$ cat src/rtl/muldiv_sequencer.sv
// Multicycle signed multiply (radix-2 Booth) / restoring divide unit producing Hi/Lo.
// Optional MULDIV_UNSIGNED_EN enables multu (op 10) and divu (op 11); otherwise those ops are reserved.
module muldiv_sequencer #(
  parameter int WIDTH = 32
) (
  input  logic             clock,
  input  logic             reset,
  input  logic             start,
  input  logic [1:0]       op,
  input  logic [WIDTH-1:0] opA,
  input  logic [WIDTH-1:0] opB,
  output logic             busy,
  output logic             done,
  output logic             div_zero,
  output logic [WIDTH-1:0] Hi,
  output logic [WIDTH-1:0] Lo
);

  localparam int CW = $clog2(WIDTH + 1);
  localparam logic [CW-1:0] CNT_ONE  = CW'(1);
  localparam logic [CW-1:0] CNT_INIT = CW'(WIDTH);

  typedef enum logic [1:0] {
    IDLE = 2'd0,
    MULT = 2'd1,
    DIV  = 2'd2,
    DONE = 2'd3
  } state_t;

  state_t state_r, nextState_s;

  // Shared work registers: accum/shiftReg hold {acc,multiplier} for Booth or {remainder,quotient} for divide
  logic [WIDTH:0]   accum_r;
  logic [WIDTH-1:0] shiftReg_r;
  logic [WIDTH:0]   operand_r;
  logic             qm1_r;
  logic             unsigned_r;
  logic             negQuo_r;
  logic             negRem_r;
  logic [CW-1:0]    count_r;

  logic             busy_r, done_r, divZero_r;
  logic [WIDTH-1:0] hi_r, lo_r;

  logic             isMult_s, isDiv_s, isUns_s, lastStep_s;
  logic [WIDTH:0]   boothSum_s, accNext_s;
  logic [WIDTH-1:0] mplrNext_s, hiMul_s;
  logic [WIDTH:0]   divShift_s, remNext_s;
  logic [WIDTH+1:0] divDiff_s;
  logic             divNeg_s;
  logic [WIDTH-1:0] quoNext_s, hiDiv_s, loDiv_s;

  function automatic logic [WIDTH-1:0] negate(input logic [WIDTH-1:0] v);
    negate = {WIDTH{1'b0}} - v;
  endfunction

  function automatic logic [WIDTH-1:0] absVal(input logic [WIDTH-1:0] v);
    absVal = v[WIDTH-1] ? negate(v) : v;
  endfunction

  assign busy     = busy_r;
  assign done     = done_r;
  assign div_zero = divZero_r;
  assign Hi       = hi_r;
  assign Lo       = lo_r;

  // Operation decode; unrecognised ops fall through as reserved
  always_comb begin
    isMult_s = 1'b0;
    isDiv_s  = 1'b0;
    isUns_s  = 1'b0;
    case (op)
      2'b00: isMult_s = 1'b1;
      2'b01: isDiv_s  = 1'b1;
`ifdef MULDIV_UNSIGNED_EN
      2'b10: begin isMult_s = 1'b1; isUns_s = 1'b1; end
      2'b11: begin isDiv_s  = 1'b1; isUns_s = 1'b1; end
`endif
      default: isMult_s = 1'b0;
    endcase
  end

  // One Booth step and one restoring-divide step, evaluated from the work registers
  always_comb begin
    case ({shiftReg_r[0], qm1_r})
      2'b01:   boothSum_s = accum_r + operand_r;
      2'b10:   boothSum_s = accum_r - operand_r;
      default: boothSum_s = accum_r;
    endcase
    accNext_s  = {boothSum_s[WIDTH], boothSum_s[WIDTH:1]};
    mplrNext_s = {boothSum_s[0], shiftReg_r[WIDTH-1:1]};
    // Booth treats the multiplier as signed; an unsigned multiplier with MSB set needs mcand added to Hi
    if (unsigned_r && shiftReg_r[0]) begin
      hiMul_s = accNext_s[WIDTH-1:0] + operand_r[WIDTH-1:0];
    end else begin
      hiMul_s = accNext_s[WIDTH-1:0];
    end

    divShift_s = {accum_r[WIDTH-1:0], shiftReg_r[WIDTH-1]};
    divDiff_s  = {1'b0, divShift_s} - {1'b0, operand_r};
    divNeg_s   = divDiff_s[WIDTH+1];
    remNext_s  = divNeg_s ? divShift_s : divDiff_s[WIDTH:0];
    quoNext_s  = {shiftReg_r[WIDTH-2:0], ~divNeg_s};
    loDiv_s    = negQuo_r ? negate(quoNext_s) : quoNext_s;
    hiDiv_s    = negRem_r ? negate(remNext_s[WIDTH-1:0]) : remNext_s[WIDTH-1:0];
    lastStep_s = (count_r == CNT_ONE);
  end

  // Next-state logic
  always_comb begin
    nextState_s = state_r;
    case (state_r)
      IDLE: begin
        if (start) begin
          if (isMult_s) begin
            nextState_s = MULT;
          end else if (isDiv_s && (opB != {WIDTH{1'b0}})) begin
            nextState_s = DIV;
          end else begin
            nextState_s = DONE;
          end
        end else begin
          nextState_s = IDLE;
        end
      end
      MULT: begin
        if (lastStep_s) nextState_s = DONE;
        else            nextState_s = MULT;
      end
      DIV: begin
        if (lastStep_s) nextState_s = DONE;
        else            nextState_s = DIV;
      end
      DONE:    nextState_s = IDLE;
      default: nextState_s = IDLE;
    endcase
  end

  // State register with registered busy/done flags
  always_ff @(posedge clock) begin
    if (!reset) begin
      state_r <= IDLE;
      busy_r  <= 1'b0;
      done_r  <= 1'b0;
    end else begin
      state_r <= nextState_s;
      busy_r  <= (nextState_s != IDLE);
      done_r  <= (nextState_s == DONE);
    end
  end

  // Operand capture, iteration datapath and Hi/Lo result registers
  always_ff @(posedge clock) begin
    if (!reset) begin
      accum_r    <= {(WIDTH+1){1'b0}};
      shiftReg_r <= {WIDTH{1'b0}};
      operand_r  <= {(WIDTH+1){1'b0}};
      qm1_r      <= 1'b0;
      unsigned_r <= 1'b0;
      negQuo_r   <= 1'b0;
      negRem_r   <= 1'b0;
      count_r    <= {CW{1'b0}};
      divZero_r  <= 1'b0;
      hi_r       <= {WIDTH{1'b0}};
      lo_r       <= {WIDTH{1'b0}};
    end else begin
      case (state_r)
        IDLE: begin
          if (start) begin
            count_r    <= CNT_INIT;
            divZero_r  <= 1'b0;
            unsigned_r <= isUns_s;
            accum_r    <= {(WIDTH+1){1'b0}};
            qm1_r      <= 1'b0;
            if (isDiv_s) begin
              shiftReg_r <= isUns_s ? opA : absVal(opA);
              operand_r  <= {1'b0, (isUns_s ? opB : absVal(opB))};
              negQuo_r   <= ~isUns_s & (opA[WIDTH-1] ^ opB[WIDTH-1]);
              negRem_r   <= ~isUns_s & opA[WIDTH-1];
              if (opB == {WIDTH{1'b0}}) begin
                hi_r      <= opA;
                lo_r      <= {WIDTH{1'b1}};
                divZero_r <= 1'b1;
              end
            end else begin
              shiftReg_r <= opB;
              operand_r  <= {(isUns_s ? 1'b0 : opA[WIDTH-1]), opA};
              negQuo_r   <= 1'b0;
              negRem_r   <= 1'b0;
            end
          end
        end
        MULT: begin
          count_r    <= count_r - CNT_ONE;
          accum_r    <= accNext_s;
          shiftReg_r <= mplrNext_s;
          qm1_r      <= shiftReg_r[0];
          if (lastStep_s) begin
            hi_r <= hiMul_s;
            lo_r <= mplrNext_s;
          end
        end
        DIV: begin
          count_r    <= count_r - CNT_ONE;
          accum_r    <= remNext_s;
          shiftReg_r <= quoNext_s;
          if (lastStep_s) begin
            hi_r <= hiDiv_s;
            lo_r <= loDiv_s;
          end
        end
        DONE:    count_r <= {CW{1'b0}};
        default: count_r <= {CW{1'b0}};
      endcase
    end
  end

endmodule

$ cat config.mk
export PLATFORM = sky130hd
export DESIGN_NAME = muldiv_sequencer
export DESIGN_NICKNAME = d
export VERILOG_FILES = /design/src/rtl/muldiv_sequencer.sv
export SDC_FILE = /design/constraint.sdc
export NUM_CORES = 1
export LEC_CHECK = 0
export CORE_MARGIN = 3
export CORE_UTILIZATION = 39
export DETAILED_ROUTE_END_ITERATION = 6
export GPL_TIMING_DRIVEN = 0
export PLACE_DENSITY_LB_ADDON = 0.12
export SETUP_SLACK_MARGIN = 0.5
export SYNTH_ARGS = -nofsm -noshare
export SYNTH_HDL_FRONTEND = slang
export SYNTH_SLANG_ARGS = --single-unit
$ cat constraint.sdc
create_clock -name clock -period 9.8 [get_ports clock]
set_input_delay 0.98 -clock clock [delete_from_list [all_inputs] [get_ports clock]]
set_output_delay 0.98 -clock clock [all_outputs]
set_load 0.03 [all_outputs]
==> run_results.csv <==
group,metric,value,unit
cts,hold_buffers,0,
detailed_routing,vias,19755,
cts,ctsResizeCount,0,
timing,worst_pin_slew,1.60,ns
power,p_leak,7.12,nW
placement,placed_area,18500,um2
floorplan,die_w,212,um
timing,hold_viol,0,
power,ir_drop,113,uV
synthesis,post-synth-top-count-cell,"nand2_1",
run,drv_cap,1,
detailed_routing,detail_route.iter0.violations,2517,
min_path,hp-class,"reg2reg",
power,p_per_area,244,nW/um2
grt,grt_pass1_vias,18186,
timing,maxSlewViolCount,5,
floorplan,fp-row-count,74,
synthesis,syn_nets,2489,
timing,tns,0,ns
timing,max-slew-margin-rel,-0.0794,
cts,clk_latency,0.46,ns
placement,dp_hpwl,64900,um
placement,gp_congestion,1.02,
grt,grtUsageTotal,0.357,
cts,root_buffer,"clkbuf_16",
final_layout,nets,2641,
synthesis,ys_top_cells_by_area,"dfxtp_1 (21%), a21oi_1 (6.5%), nand2_1 (6.4%)",
synthesis,async_flop_share,0,
grt,antenna_found_initial,1,
grt,gr-total-overflow,0,
synthesis,ys_seq_area_frac,0.213,
critical_path,cp-start-kind,"flop",
detailed_routing,post_drt_wl_per_cell,27.0,um
floorplan,die-area,44900,um2
critical_path,crit_type,"reg2reg",
detailed_routing,drt_first_pass_iters,5,
final_layout,area_delta_synth_final,15.5,%
critical_path,crit_required,10.18,ns
detailed_routing,drc,0,
timing,fin_worst_skew,0.00960,ns
synthesis,synth_largest_area_cell,"dfxtp_1",
grt,grt_max_degree,17,
final_layout,fin_area,19100,um2
critical_path,critPathMaxFanout,10,
timing,fmax,153,MHz
cts,clock_sinks,176,
synthesis,ys_seq_elements,176,
synthesis,syn-mean-instance-area,7.07,um2
placement,port_buffers,133,
status,outcome,"finished with violations",
floorplan,io_pins,136,
synthesis,syn_area,16500,um2
synthesis,synth_cells,2340,
cts,cts_tree,"built",
placement,place_inst,3005,
final_layout,drive_above_1_share,0.0372,
detailed_routing,viasPerCell,6.50,
critical_path,end_kind,"flop",
timing,fin_crit,6.55,ns
grt,grt_pass1_wl,119000,um
synthesis,ys_top_cells_by_count,"nand2_1 (281), nor2_1 (249), a21oi_1 (216), dfxtp_1 (176), o21ai_0 (155)",
synthesis,synthFlopType,"dfxtp_1",
floorplan,die_y,212,um
floorplan,start_util,0.400,
timing,rsz0062_at_grt,"false",
detailed_routing,antenna_left,0,
synthesis,yosysWarnings,0,
cts,numCtsBuffers,17,
status,failed_checks,"capacitance limit, slew limit",
final_layout,final_cells,3037,
timing,setup_viol,0,
cts,clk_pin_slew,0.07,ns
critical_path,cp.arrival,6.93,ns
cts,h-tree-depth,4,
floorplan,core,41400,um2
synthesis,synth_edf_count,0,
timing,fin_crit_sh,0.668,
synthesis,ys_types,88,
cts,post_cts_buffers,0,
synthesis,netlist.area_leader.share,0.213,
detailed_routing,drt-total-wl,82100,um
cts,max-clock-path-buffers,2,
-- logic make-up (layout without fill, tap and decap cells) --
family / Yosys count / after routing / share of synthesized area
compound gates: 791 / 791 / 0.318
xor+xnor: 186 / 186 / 0.0985
fa+ha+maj: 80 / 80 / 0.0614
buf+inv: 246 / 409 / 0.0580
flops: 176 / 176 / 0.213
mux: 24 / 24 / 0.0149
other cells: 0 / 2 / 0
simple gates: 837 / 837 / 0.236
-- state kept, by name, summed over array words and instances, names as in the netlist, 2 cells and up --
register / flops
Hi: 32
Lo: 32
accum_r: 33
count_r: 6
operand_r: 33
shiftReg_r: 32
state_r: 2
-- cell usage in the layout, fill, tap and decap left out, types with 20 or more instances in the layout --
master / instances
dfxtp_1: 176
or4_1: 24
nor2b_1: 24
buf_2: 21
o31ai_1: 39
ha_1: 78
nor2_1: 249
nor3_1: 60
o41ai_1: 20
a31oi_1: 29
inv_1: 71
nand2b_1: 20
nand2_1: 281
clkbuf_1: 140
a311oi_1: 31
o21ai_0: 155
a21o_1: 33
xor2_1: 79
a221oi_1: 23
a211oi_1: 72
a21oi_1: 216
clkdlybuf4s50_1: 133
xnor2_1: 107
nand3_1: 54
o211ai_1: 37
-- where the power goes --
group	internal, W	leakage (nW)	switching [W]	total [W]
combinational	0.000919	5.41	0.00202	0.00294
sequential	0.000854	1.44	0.000159	0.00101
clock	0.000377	0.276	0.000322	0.000699
total	0.00215	7.12	0.00251	0.00466
-- final timing paths --
kind / start / endpoint / slack (ns) / cells after the start
max: operand_r[26]$_SDFFE_PN0P_ / Lo[26]$_SDFFE_PN0P_ / 3.25 / 19
min: accum_r[32]$_SDFFE_PN0P_ / accum_r[32]$_SDFFE_PN0P_ / 0.47 / 2
min reg2reg: accum_r[32]$_SDFFE_PN0P_ / accum_r[32]$_SDFFE_PN0P_ / 0.47 / 2
max reg2reg: operand_r[26]$_SDFFE_PN0P_ / Lo[26]$_SDFFE_PN0P_ / 3.25 / 19
-- critical path, stage by stage, from the launching register on --
cell	delay, ns
dfxtp_1	0.48
inv_1	0.13
ha_1	0.37
a21oi_1	0.30
o21bai_1	0.11
a221o_1	0.43
a221oi_4	0.47
nand2_4	0.18
inv_4	0.16
buf_2	0.41
buf_2	0.36
buf_1	0.65
ha_1	0.37
nand3_1	0.20
or3_1	0.48
or2_2	0.37
o41ai_1	0.51
xnor2_1	0.18
a21oi_1	0.08
a21oi_1	0.19
-- metal layers --
layer / global-route usage / wire length (um)
met1: 0.522 / 36200
met2: 0.505 / 32600
met3: 0.0768 / 9370
met4: 0.143 / 3910
met5: 0 / 0
-- final cells by class --
class	instances	area, um2
Clock buffer	23	488
Tap cell	532	666
Multi-Input combinational cell	1918	12100
Clock inverter	7	77.6
Inverter	74	280
Buffer	172	679
Fill cell	4265	22300
Timing Repair Buffer	133	1330
Antenna cell	2	5.00
Sequential cell	176	3520
-- per-stage QoR --
step | util | power [W] | hold WS [ns] | setup WS (ns)
4_1_cts | 0.461 | 0.00453 | 0.468 | 3.51
5_1_grt | 0.461 | 0.00486 | 0.494 | 3.15
6_report | 0.462 | 0.00466 | 0.469 | 3.25
3_3_place_gp | 0.448 | 0.00382 | 0.451 | 3.50
3_5_place_dp | 0.448 | 0.00384 | 0.458 | 3.55
2_1_floorplan | - | 0.00278 | 0.440 | 5.42
Note: power is estimated with default switching activity, not from simulation.
